`src/rtl/stream_demux.sv`:
```
// Single-entry stream demultiplexer: routes each accepted word to channel in_sel with one cycle of latency.
// Optional per-channel saturating transfer counters on port cnt when STREAM_DEMUX_STATS_EN is defined.
module stream_demux #(
  parameter int WIDTH = 8,
  parameter int N     = 4,
  parameter int SELW  = 2
) (
  input  logic                 clk,
  input  logic                 rst,
  input  logic                 in_valid,
  output logic                 in_ready,
  input  logic [WIDTH-1:0]     in_data,
  input  logic [SELW-1:0]      in_sel,
  output logic [N-1:0]         out_valid,
  input  logic [N-1:0]         out_ready,
  output logic [N*WIDTH-1:0]   out_data,
`ifdef STREAM_DEMUX_STATS_EN
  output logic [N*8-1:0]       cnt,
`endif
  output logic                 err
);

  typedef enum logic {EMPTY = 1'b0, FULL = 1'b1} state_e;

  // One extra bit so N == 2**SELW is representable in the range compare.
  localparam logic [SELW:0] NUM_CH = (SELW+1)'(N);

  state_e            state_q, state_d;
  logic [WIDTH-1:0]  data_q, data_d;
  logic [SELW-1:0]   sel_q, sel_d;
  logic              err_q, err_d;
  logic [N-1:0]      sel_oh;
  logic              drain, accept, in_range;

  always_comb begin
    sel_oh = '0;
    for (int k = 0; k < N; k++) begin
      sel_oh[k] = (sel_q == SELW'(k));
    end
  end

  assign drain    = (state_q == FULL) && |(out_ready & sel_oh);
  assign in_ready = !rst && ((state_q == EMPTY) || drain);
  assign accept   = in_valid && in_ready;
  assign in_range = ({1'b0, in_sel} < NUM_CH);

  always_comb begin
    state_d = state_q;
    data_d  = data_q;
    sel_d   = sel_q;
    err_d   = accept && !in_range;
    if (accept && in_range) begin
      state_d = FULL;
      data_d  = in_data;
      sel_d   = in_sel;
    end else if (drain) begin
      // Also covers an out-of-range accept while draining: the slot empties.
      state_d = EMPTY;
    end
  end

  always_ff @(posedge clk) begin
    if (rst) begin
      state_q <= EMPTY;
      data_q  <= '0;
      sel_q   <= '0;
      err_q   <= 1'b0;
    end else begin
      state_q <= state_d;
      data_q  <= data_d;
      sel_q   <= sel_d;
      err_q   <= err_d;
    end
  end

  always_comb begin
    out_valid = '0;
    out_data  = '0;
    for (int k = 0; k < N; k++) begin
      if ((state_q == FULL) && sel_oh[k]) begin
        out_valid[k]                 = 1'b1;
        out_data[k*WIDTH +: WIDTH]   = data_q;
      end
    end
  end

  assign err = err_q;

`ifdef STREAM_DEMUX_STATS_EN
  logic [N*8-1:0] cnt_q, cnt_d;

  always_comb begin
    cnt_d = cnt_q;
    for (int k = 0; k < N; k++) begin
      if (drain && sel_oh[k] && (cnt_q[k*8 +: 8] != 8'hFF)) begin
        cnt_d[k*8 +: 8] = cnt_q[k*8 +: 8] + 8'd1;
      end
    end
  end

  always_ff @(posedge clk) begin
    if (rst) begin
      cnt_q <= '0;
    end else begin
      cnt_q <= cnt_d;
    end
  end

  assign cnt = cnt_q;
`endif

endmodule
```
`config.mk`:
```
export PLATFORM = sky130hd
export DESIGN_NAME = stream_demux
export DESIGN_NICKNAME = d
export VERILOG_FILES = /design/src/rtl/stream_demux.sv
export SDC_FILE = /design/constraint.sdc
export NUM_CORES = 1
export LEC_CHECK = 0
export ABC_AREA = 0
export CAP_MARGIN = 20
export CORE_ASPECT_RATIO = 1.25
export CORE_MARGIN = 2
export CORE_UTILIZATION = 30
export CTS_BUF_LIST = sky130_fd_sc_hd__clkbuf_4 sky130_fd_sc_hd__clkbuf_8
export DETAILED_ROUTE_END_ITERATION = 10
export PLACE_DENSITY = 0.74
export SYNTH_ARGS = -nofsm -noshare
export SYNTH_HDL_FRONTEND = slang
export SYNTH_SLANG_ARGS = --single-unit
export TNS_END_PERCENT = 1
```
`constraint.sdc`:
```
create_clock -name clk -period 1.9 [get_ports clk]
set_clock_uncertainty 0.1 [all_clocks]
set_input_delay 0.19 -clock clk [delete_from_list [all_inputs] [get_ports clk]]
set_output_delay 0.19 -clock clk [all_outputs]
set_load 0.005 [all_outputs]
```
==> flow_metrics.env, run 1 <==
export IMPL_post_route_period_util_pct=98.8
export IMPL_critPathKind="reg2out"
export IMPL_final_antenna_net_count=0
export IMPL_cp_start_kind="register"
export IMPL_dp_hpwl_um=1710
export IMPL_wl_per_cell_um=12.3
export IMPL_fillers=224
export IMPL_numCtsBuffers=3
export IMPL_crit_fanout=4
export IMPL_critPathRequiredTime_ns=1.61
export IMPL_postSynthCellCount=96
export IMPL_yosys_area_top_type_share_pct=27.5
export IMPL_power_density_nw_per_um2=397
export IMPL_hold_path_class="in2reg"
export IMPL_htree_levels=1
export IMPL_synth_top_area_cell="dfxtp_1"
export IMPL_port_buffers=53
export IMPL_fin_crit_ns=1.88
export IMPL_reg2reg_slack_ns=0.37
export IMPL_synthMostInstantiatedCell="and2_1"
export IMPL_synth_fp_nets=113
export IMPL_dpl_cell_area_um2=1380
export IMPL_vias=863
export IMPL_grt_max_degree=22
export IMPL_clock_sinks=11
export IMPL_drv_cap=0
export IMPL_pin_count=55
export IMPL_stdcell_count=187
export IMPL_cts_root_buffer="clkbuf_4"
export IMPL_p_leak_nw=0.880
export IMPL_synth_area_um2=801
export IMPL_synth_edf_count=0
export IMPL_drt_pass1_iter_count=2
export IMPL_p_total_uw=586
export IMPL_grt_pass1_vias=782
export IMPL_clk_pin_slew_ns=0.06
export IMPL_n_antenna_cell=0
export IMPL_syn_area_per_cell_um2=8.34
export IMPL_die_area_um2=3100
export IMPL_antenna_found_initial=0
export IMPL_via_per_inst=4.61
export IMPL_synth_warnings=0
export IMPL_area_delta_synth_final_pct=84.5
export IMPL_endpoint_kind="primary output"
export IMPL_gp_congestion=0.755
export IMPL_async_reset_ff_share_pct=0
export IMPL_grt_overflow_total=0
export IMPL_clock_latency_ns=0.26
export IMPL_fmax_ghz=0.533
export IMPL_grt_pass1_wl_um=3510
export IMPL_dominantRegCellSynth="dfxtp_1"
export IMPL_synth_cell_types=17
export IMPL_slew_viol_final=0
export IMPL_drive_above_1_share_pct=15.6
export IMPL_finalSetupViolCount=0
export IMPL_drc=0
export IMPL_hold_ws_ns=0.391
export IMPL_drt_initial_drc_count=6
export IMPL_synth_seq_cells=11
export IMPL_synth_seq_area_share_pct=27.5
export IMPL_fp_dieH_um=61.8
export IMPL_final_hold_violation_count=0
export IMPL_synthTopCellsByCount="and2_1 (26), nand2b_1 (20), mux2i_1 (12), dfxtp_1 (11), and3_1 (8)"
export IMPL_crit_arrival_ns=1.59
export IMPL_wirelength_um=2300
export IMPL_start_util_pct=32.3
export IMPL_tritoncts="done"
export IMPL_fin_area_um2=1480
export IMPL_track_usage_pct=15.2
export IMPL_final_nets=172
export IMPL_synthTopCellsByArea="dfxtp_1 (28%), and2_1 (20%), nand2b_1 (16%)"
export IMPL_holdBufCountCts=0
export IMPL_clockBufferDepth=2
export IMPL_outcome="complete, no violations"
export IMPL_core_area_um2=2480
export IMPL_die_x_um=50.2
export IMPL_vdd_drop_max_mv=0.396
export IMPL_std_cell_rows=20
export IMPL_rsz0062_at_grt="yes"
export IMPL_dp_cells=180
export IMPL_tns_ns=0
==> registers in the layout (all words and copies together) (netlist names) <==
signal / count
data_q: 8
sel_q: 2
state_q: 1
==> layout by cell type, fill, tap and decap left out, drive strengths merged, types with 3 or more instances in the layout <==
master and count:
mux2i 12, dfxtp 11, a221oi 3, dlygate4sd2 6, and2b 4, clkbuf 4
and3 9, dlymetal6s2s 13, buf 9, and2 26, clkdlybuf4s50 33, nand2b 20
==> layout make-up <==
class / count / area [µm²] / area share [%]
clock buffer: 4 / 30.0 / 2.03
inverter: 1 / 3.75 / 0.254
multi-input combinational: 77 / 561 / 37.9
sequential: 11 / 229 / 15.5
tap: 33 / 41.3 / 2.79
timing repair buffer: 61 / 613 / 41.5
==> report_power, final <==
part | leakage (nW) | switching, mW | internal, mW
Clock | 0.0184 | 0.0676 | 0.0953
Sequential | 0.0924 | 0.0215 | 0.248
Combinational | 0.769 | 0.0551 | 0.0992
Total | 0.880 | 0.144 | 0.442
==> through the flow <==
step | utilization, % | setup WS [ns]
finish | 59.6 | 0.0226
global route | 59.6 | -0.0956
CTS | 58.1 | -0.0480
detailed placement | 55.5 | 0.00882
global placement | 55.5 | 0.0591
floorplan | - | 0.560
==> worst max-delay path: stages, from the launching register on <==
cell and delay [ns]:
dfxtp_2 0.34, nor2b_4 0.17, and2b_2 0.19, and2_1 0.14
clkdlybuf4s50_1 0.50
==> metal layers <==
layer / vias to the layer above / track usage [%] / share of wire [%]
li1: 425 / - / -
met1: 403 / 15.3 / 38
met2: 33 / 29.7 / 56
met3: 2 / 2.39 / 5.4
met4: 0 / 8.73 / 1.0
met5: - / 0 / 0
==> final timing paths <==
| kind | end | startpoint | depth (start not counted) |
|---|---|---|---|
| max | out_data[2] | state_q | 4 |
| min | data_q[5] | in_data[5] | 3 |
| max reg2reg | data_q[2] | sel_q[0] | 5 |
| min reg2reg | data_q[0] | data_q[0] | 2 |
==> timing repair <==
item	in CTS	in global routing
setup endpoints to repair	35	29
cloned	2	0
resized for setup	16	18
pin swaps	0	1
setup buffers	1	0
==> kinds of logic (layout without fill, tap and decap cells) <==
kind of cell / after synthesis / count (layout) / share of synthesized area, %
simple gates: 59 / 61 / 46.3
mux: 12 / 12 / 15.0
flops: 11 / 11 / 27.5
buf+inv: 10 / 66 / 6.72
compound gates: 3 / 3 / 4.06
other cells: 1 / 1 / 0.468
No activity file was read; power rests on OpenSTA's default activity.
==> inputs of run 2 (changes only) <==
CELL_PAD_IN_SITES_DETAIL_PLACEMENT = 1   (was not set)
CELL_PAD_IN_SITES_GLOBAL_PLACEMENT = 1   (was not set)
CORE_UTILIZATION = 24   (was 30)
PLACE_DENSITY = 0.84   (was 0.74)
==> run 2 against run 1 <==
Compared with the run above: non-clock buffer count is the same; worst hold slack improved by 0.025 ns; sequential share of layout area is 0.30 points lower; maximum frequency increased by 1.4%; setup slack gained 0.026 ns; register-to-register slack got worse by 0.03 ns; critical endpoint is now out_data[10]; total power rose by 15%; design area is 1.9% higher; first-iteration DRC count stayed put; clock power up 50%.
==> flow_metrics.env, run 2 (synthesis results as in run 1) <==
export IMPL_die_area_um2=3820
export IMPL_routed_top_layer="met4"
export IMPL_dp_hpwl_um=2160
export IMPL_clockBufferDepth=2
export IMPL_wl_met3_um=187
export IMPL_port_buffers=53
export IMPL_hold_path_class="reg2reg"
export IMPL_die_x_um=55.7
export IMPL_gp_congestion=0.784
export IMPL_clock_latency_ns=0.23
export IMPL_clk_pin_slew_ns=0.05
export IMPL_power_density_nw_per_um2=449
export IMPL_track_usage_pct=14.8
export IMPL_via_per_inst=4.60
export IMPL_slew_viol_final=0
export IMPL_wl_per_cell_um=14.4
export IMPL_rsz0062_at_grt="yes"
export IMPL_r2r_start="sel_q[0]"
export IMPL_fin_area_um2=1510
export IMPL_largest_reg_flops=8
export IMPL_fmax_ghz=0.540
export IMPL_cts_root_buffer="clkbuf_8"
export IMPL_drt_pass1_iter_count=4
export IMPL_final_antenna_net_count=0
export IMPL_tritoncts="done"
export IMPL_multi_input_area_um2=563
export IMPL_core_area_um2=3190
export IMPL_dpl_cell_area_um2=1380
export IMPL_wirelength_um=2750
export IMPL_pin_count=55
export IMPL_endpoint_kind="primary output"
export IMPL_grt_pass1_wl_um=4350
export IMPL_crit_arrival_ns=1.56
export IMPL_final_hold_violation_count=0
export IMPL_largestRegisters="data_q x8, sel_q x2, state_q x1"
export IMPL_final_nets=172
export IMPL_antenna_found_initial=0
export IMPL_n_antenna_cell=0
export IMPL_area_delta_synth_final_pct=88.1
export IMPL_grt_max_degree=22
export IMPL_vdd_drop_max_mv=0.376
export IMPL_finalSetupViolCount=0
export IMPL_drive_above_1_share_pct=16.2
export IMPL_drv_cap=0
export IMPL_regMostFlops="data_q"
export IMPL_stdcell_count=191
export IMPL_holdCritStartpoint="data_q[2]"
export IMPL_clock_sinks=11
export IMPL_vias=878
export IMPL_wl_met1_um=1080
export IMPL_layout_commonest_cell="clkdlybuf4s50_1"
export IMPL_seq_area_um2=229
export IMPL_fp_dieH_um=68.6
export IMPL_final_cell_mix="clkdlybuf4s50_1 (35), and2_1 (24), nand2b_1 (20)"
export IMPL_grt_pass1_vias=903
export IMPL_cp_start_kind="register"
export IMPL_std_cell_rows=23
export IMPL_fin_crit_ns=1.85
export IMPL_start_util_pct=25.1
export IMPL_grt_overflow_total=0
export IMPL_dp_cells=184
export IMPL_critPathKind="reg2out"
export IMPL_drc=0
export IMPL_post_route_period_util_pct=97.5
export IMPL_fillers=386
export IMPL_numCtsBuffers=3
export IMPL_critPathRequiredTime_ns=1.61
export IMPL_htree_levels=1
export IMPL_wl_met2_um=1410
export IMPL_p_leak_nw=0.866
export IMPL_drt_initial_drc_count=6
export IMPL_critPathLaunch="state_q"
export IMPL_crit_fanout=5
export IMPL_outcome="complete, no violations"
## run 2: changes by cell type in the layout (fill, tap and decap cells not counted), sizes merged
cell           before  now
clkdlybuf4s50      33   35
dlygate4sd2         6    5
dlymetal6s2s       13   12
## run 2: final timing paths
kind	endpoint	slack, ns	depth (start not counted)
setup / recovery	out_data[10]	0.05	4
hold / removal	data_q[2]	0.42	2
setup reg to reg	data_q[4]	0.34	5
hold reg to reg	data_q[2]	0.42	2
## run 2: what timing repair did
action,CTS,global route
endpoints found under the hold margin,0,0
hold buffers,0,0
setup buffers,1,0
cloned,2,0
endpoints found under the setup margin,35,30
resized for setup,18,16
## run 2: power breakdown
| group | internal (mW) | total (mW) | switching [mW] |
|---|---|---|---|
| logic | 0.101 | 0.161 | 0.0601 |
| registers | 0.248 | 0.270 | 0.0221 |
| clock network | 0.161 | 0.245 | 0.0842 |
## run 2: layer usage
layer / vias up / global-route usage [%]
met5: - / 0
met3: 6 / 2.61
met2: 44 / 29.0
li1: 427 / -
met1: 401 / 14.7
met4: 0 / 9.45
## run 2: cell type report
class / count / share of cell area, %
inverters: 1 / 0.249
flip-flops and latches: 11 / 15.2
multi-input cells: 77 / 37.4
repair buffers: 61 / 40.9
well taps: 37 / 3.07
clock buffers: 4 / 3.24
## run 2: stage by stage
step	total power [mW]	TNS, ns	hold slack [ns]	util (%)	worst slack (ns)
finish	0.677	0	0.416	47.2	0.0482
global placement	0.419	0	0.382	43.2	0.0493
detailed placement	0.429	0	0.402	43.2	0.0170
floorplan	0.341	0	0.216	-	0.560
global route	0.715	-0.0628	0.437	47.2	-0.0277
CTS	0.688	-0.0426	0.422	46.0	-0.0257
## run 2: critical path: stages (launching register included)
cell             delay, ns
dfxtp_2               0.34
nor2b_4               0.18
buf_4                 0.15
and3_1                0.15
clkdlybuf4s50_1       0.50
==> variant 1 (config.mk and constraints of run 2) <==
Take the reset off `data_q` and load it in a clocked block of its own.
--- a/src/rtl/stream_demux.sv
+++ b/src/rtl/stream_demux.sv
@@ -62,15 +62,17 @@
   always_ff @(posedge clk) begin
     if (rst) begin
       state_q <= EMPTY;
-      data_q  <= '0;
       sel_q   <= '0;
       err_q   <= 1'b0;
     end else begin
       state_q <= state_d;
-      data_q  <= data_d;
       sel_q   <= sel_d;
       err_q   <= err_d;
     end
+  end
+
+  always_ff @(posedge clk) begin
+    data_q <= data_d;
   end
 
   always_comb begin
Formal check against the unedited RTL: no difference found for any inputs over 10 cycles, from zero or initial values and one cycle with rst high; that may be too few to reach the edited logic, so the function may still have changed.
==> variant 1 against run 2 <==
Non-clock buffer count is the same; fmax is 1.8% lower; largest cell class unchanged; power is 13% lower; combinational power shrank 8%; final area decreased by 8.4%; hold slack got worse by 0.046 ns; sequential power grew 6%; routed wire length down 20%; via count decreased by 18%; sequential cell count is the same; die area shrank 13%; area after synthesis down 14%; worst setup slack got worse by 0.034 ns.
==> variant 1: results (changes against run 2) <==
- The post-placement cell area was 1290 um^2 (was 1380 um^2).
- The clock tree buffer count of the final layout is 3 (was 4).
- The switching share of total power is 0.241 (was 0.246).
- The power of the combinational group came to 0.148 mW (was 0.161 mW).
- Status: completed (unchanged).
- The share of post-route cells with drive strength above 1 is 0.206 (was 0.162).
- The total length of routed wires is 2210 um (was 2750 um).
- Top cell types by occurrence after synthesis: sky130_fd_sc_hd__and2_1 (26), sky130_fd_sc_hd__and3_1 (8), sky130_fd_sc_hd__edfxtp_1 (8) (was sky130_fd_sc_hd__and2_1 (26), sky130_fd_sc_hd__nand2b_1 (20), sky130_fd_sc_hd__mux2i_1 (12)).
- The portion of the layout cell area used by non-clock buffers is 0.440 (was 0.409).
- The number of cells traversed by the worst register-to-register path is 6 (was 5).
- The pin count of the biggest net entering global routing was 11 (was 22).
- The total area of sequential cells is 307 um^2 (was 229 um^2).
- The clock network latency to the later pin of the worst-skew pair came to 0.27 ns (was 0.23 ns).
- The termination of the worst setup path was out_data[9] (was out_data[10]).
- The number of distinct library cell variants in the gate-level netlist after synthesis is 19 (was 17).
- The fraction of standard cell area in multi-input logic is 0.285 (was 0.374).
- The number of multi-input combinational cells in the layout was 54 (was 77).
- The post-synthesis compound-gate area fraction is 0.0509 (was 0.0406).
- The layout net count is 149 (was 172).
- The synthesized area per cell is 9.83 um^2 (was 8.34 um^2).
- The reported net switching power is 0.142 mW (was 0.166 mW).
- The die outline width is 51.9 um (was 55.7 um).
- The final critical path time including I/O delays and setup is 1.89 ns (was 1.85 ns).
- The arrival time of the worst setup path is 1.60 ns (was 1.56 ns).
- The global-route wire length before repair was 3340 um (was 4350 um).
- The fill cell instance count of the final layout is 300 (was 386).
- The cell at the root of the clock tree was sky130_fd_sc_hd__clkbuf_4 (was sky130_fd_sc_hd__clkbuf_8).
- The maximum ir drop on the vdd rail was 0.346 mV (was 0.376 mV).
- Cell types occupying the most area after synthesis: sky130_fd_sc_hd__edfxtp_1 (35%), sky130_fd_sc_hd__and2_1 (24%), sky130_fd_sc_hd__dfxtp_1 (8.7%), sky130_fd_sc_hd__and3_1 (7.3%), sky130_fd_sc_hd__mux2i_1 (5.8%) (was sky130_fd_sc_hd__dfxtp_1 (28%), sky130_fd_sc_hd__and2_1 (20%), sky130_fd_sc_hd__nand2b_1 (16%), sky130_fd_sc_hd__mux2i_1 (15%), sky130_fd_sc_hd__and3_1 (6.3%)).
- The number of placed instances, taps included is 158 (was 184).
- The start point of the worst hold path is in_data[7] (was data_q[2]).
- The worst slack at placement came to -0.0132 ns (was 0.0170 ns).
- The placer's final routability congestion estimate is 0.744 (was 0.784).
- The setup slack of the worst register-to-register path is 0.23 ns (was 0.34 ns).
- The number of global-route vias before repair is 741 (was 903).
- The destination of the worst register-to-register timing path is data_q[6] (was data_q[4]).
- The worst hold path class is in2reg (was reg2reg).
- The sequential share of power came to 0.486 (was 0.399).
- The proportion of synthesized chip area in sequential cells was 0.436 (was 0.275).
- The worst reg2reg path startpoint is state_q (was sel_q[0]).
- The leakage power is 0.832 nW (was 0.866 nW).
- The global routing usage summed across all routing layers is 0.133 (was 0.148).
## variant 1: changes by cell type in the layout (fill, tap and decap cells not counted), moves of 2 or more
cell	before	now
sky130_fd_sc_hd__clkbuf_8	3	0
sky130_fd_sc_hd__dlygate4sd2_1	5	11
sky130_fd_sc_hd__clkbuf_4	1	3
sky130_fd_sc_hd__edfxtp_1	0	8
sky130_fd_sc_hd__clkdlybuf4s50_1	35	28
sky130_fd_sc_hd__nand2b_1	20	4
sky130_fd_sc_hd__mux2i_1	12	4
sky130_fd_sc_hd__a221oi_1	2	0
sky130_fd_sc_hd__dfxtp_1	8	0
## variant 1: layer usage
metal	global-route usage	vias to the layer above	routed length [um]
met1	0.136	322	810
met3	0.0117	2	158
li1	-	355	-
met4	0.0493	0	7
met2	0.263	39	1230
met5	0	-	0
## variant 1: what timing repair did
item | CTS | global route
cloned | 1 | 1
setup buffers | 0 | 1
setup endpoints to repair | 35 | 24
gates resized for setup | 16 | 19
pin swaps | 0 | 0
==> variant 2 (settings of run 2) <==
Made on the original files. Set the parameter `SELW` to 4 (it was 2). Comments in the files are not updated.
--- a/src/rtl/stream_demux.sv
+++ b/src/rtl/stream_demux.sv
@@ -3,7 +3,7 @@
 module stream_demux #(
   parameter int WIDTH = 8,
   parameter int N     = 4,
-  parameter int SELW  = 2
+  parameter int SELW  = 4
 ) (
   input  logic                 clk,
   input  logic                 rst,
Ports: changed (resized in_sel); port bits go from 55 to 57. The function was not compared with the original's and may differ.
==> variant 2 against run 2 <==
The flow now finishes with violations (setup timing); power rose by 2.4%; hold slack got worse by 0.020 ns; sequential cell count rose by 3; synthesized cell count rose by 6.3%; final area rose by 4.1%; routed wire length rose by 8.1%; area after synthesis rose by 0.47%; worst setup slack got worse by 0.24 ns; clock power rose by 20%; combinational power fell by 46%; critical endpoint is now out_data[2].
==> variant 2: results (changes against run 2) <==
- Status: finished, violations left (was completed).
- The checks that failed: setup timing.
- The placer's final routability congestion estimate is 0.794 (was 0.784).
- The total of buffers placed on input and output ports is 56 (was 53).
- The pin count of the biggest net entering global routing came to 12 (was 22).
- The routed wire length on met2 is 1540 um (was 1410 um).
- The worst hold path class is in2reg (was reg2reg).
- The post-synthesis compound-gate area fraction is 0.0902 (was 0.0406).
- The synthesized netlist net count is 121 (was 113).
- The global routing usage summed across all routing layers came to 0.152 (was 0.148).
- The layout net count is 192 (was 172).
- The met1 track demand over resource in global routing was 0.162 (was 0.147).
- The share of post-route cells with drive strength above 1 is 0.157 (was 0.162).
- The synthesized area per cell was 7.89 um^2 (was 8.34 um^2).
- The proportion of synthesized chip area in sequential cells came to 0.348 (was 0.275).
- The number of global-route vias before repair is 969 (was 903).
- Cell types occupying the most area after synthesis: sky130_fd_sc_hd__dfxtp_1 (35%), sky130_fd_sc_hd__and2_1 (26%), sky130_fd_sc_hd__nand2b_1 (7.0%), sky130_fd_sc_hd__nand3_1 (6.8%), sky130_fd_sc_hd__o21ai_1 (5.6%) (was sky130_fd_sc_hd__dfxtp_1 (28%), sky130_fd_sc_hd__and2_1 (20%), sky130_fd_sc_hd__nand2b_1 (16%), sky130_fd_sc_hd__mux2i_1 (15%), sky130_fd_sc_hd__and3_1 (6.3%)).
- The number of distinct library cell variants in the gate-level netlist after synthesis was 21 (was 17).
- The post-placement cell area came to 1470 um^2 (was 1380 um^2).
- The total of endpoints with negative setup slack in the final report is 19 (was 0).
- The setup TNS is -2.77 ns (was 0 ns).
- The arrival time of the worst setup path came to 1.80 ns (was 1.56 ns).
- The leakage power is 0.700 nW (was 0.866 nW).
- The total area of sequential cells is 288 um^2 (was 229 um^2).
- The detailed-route wire length on metal 1 is 1170 um (was 1080 um).
- The final setup slack of the worst path was -0.189 ns (was 0.0482 ns).
- The clock network latency to the later pin of the worst-skew pair is 0.25 ns (was 0.23 ns).
- The number of placed instances, taps included is 201 (was 184).
- The maximum ir drop on the vdd rail is 0.349 mV (was 0.376 mV).
- The starting density of the core is 0.252 (was 0.251).
- The total number of vias is 988 (was 878).
- The total met3 wirelength after detailed routing came to 233 um (was 187 um).
- Registers with the most flip-flops: data_q (8), sel_q (4) (was data_q (8), sel_q (2), state_q (1)).
- The global-route track usage on met3 is 0.0280 (was 0.0261).
- The mux cell area share after synthesis is 0.0249 (was 0.150).
[variant 2: cell count changes in the layout (fill, tap and decap cells not counted), moves of 4 or more]
cell / run 2 / this run
sky130_fd_sc_hd__and3_1: 8 / 0
sky130_fd_sc_hd__nand3_1: 0 / 11
sky130_fd_sc_hd__nand2b_1: 20 / 9
sky130_fd_sc_hd__o21ai_1: 0 / 9
sky130_fd_sc_hd__and2_1: 24 / 33
sky130_fd_sc_hd__dlymetal6s2s_1: 12 / 1
sky130_fd_sc_hd__mux2i_1: 12 / 2
sky130_fd_sc_hd__buf_4: 8 / 12
sky130_fd_sc_hd__dlygate4sd2_1: 5 / 17
sky130_fd_sc_hd__nor2_1: 1 / 5
sky130_fd_sc_hd__and2b_2: 4 / 0
[variant 2: path summary, 6_finish.rpt]
check,from,endpoint,slack [ns],cells past startpoint
hold / removal,in_sel[0],sel_q[0],0.40,3
setup / recovery,sel_q[2],out_data[2],-0.19,6
setup reg to reg,sel_q[2],sel_q[1],0.19,5
hold reg to reg,data_q[4],data_q[4],0.41,2
[variant 2: layout make-up]
cell class / count / area share
clock buffer: 4 / 0.0351
inverter: 1 / 0.00239
multi-input combinational: 83 / 0.336
sequential: 14 / 0.184
tap: 37 / 0.0295
timing repair buffer: 70 / 0.413
[variant 2: logic make-up after synthesis]
| group | Yosys count |
|---|---|
| AOI/OAI and AO/OA | 12 |
| and+or+nand+nor | 69 |
| DFF | 14 |
| buffers and inverters | 5 |
| muxes | 2 |
[variant 2: timing repair]
item,in CTS,in global routing
cloned,0,1
buffers inserted,0,3
hold buffers,0,0
endpoints found under the setup margin,37,21
gates resized for setup,23,8
[variant 2: where the power goes]
group          internal, mW  total, mW  switching (mW)
clock                 0.184      0.294           0.110
combinational        0.0568     0.0876          0.0307
sequential            0.302      0.312         0.00938
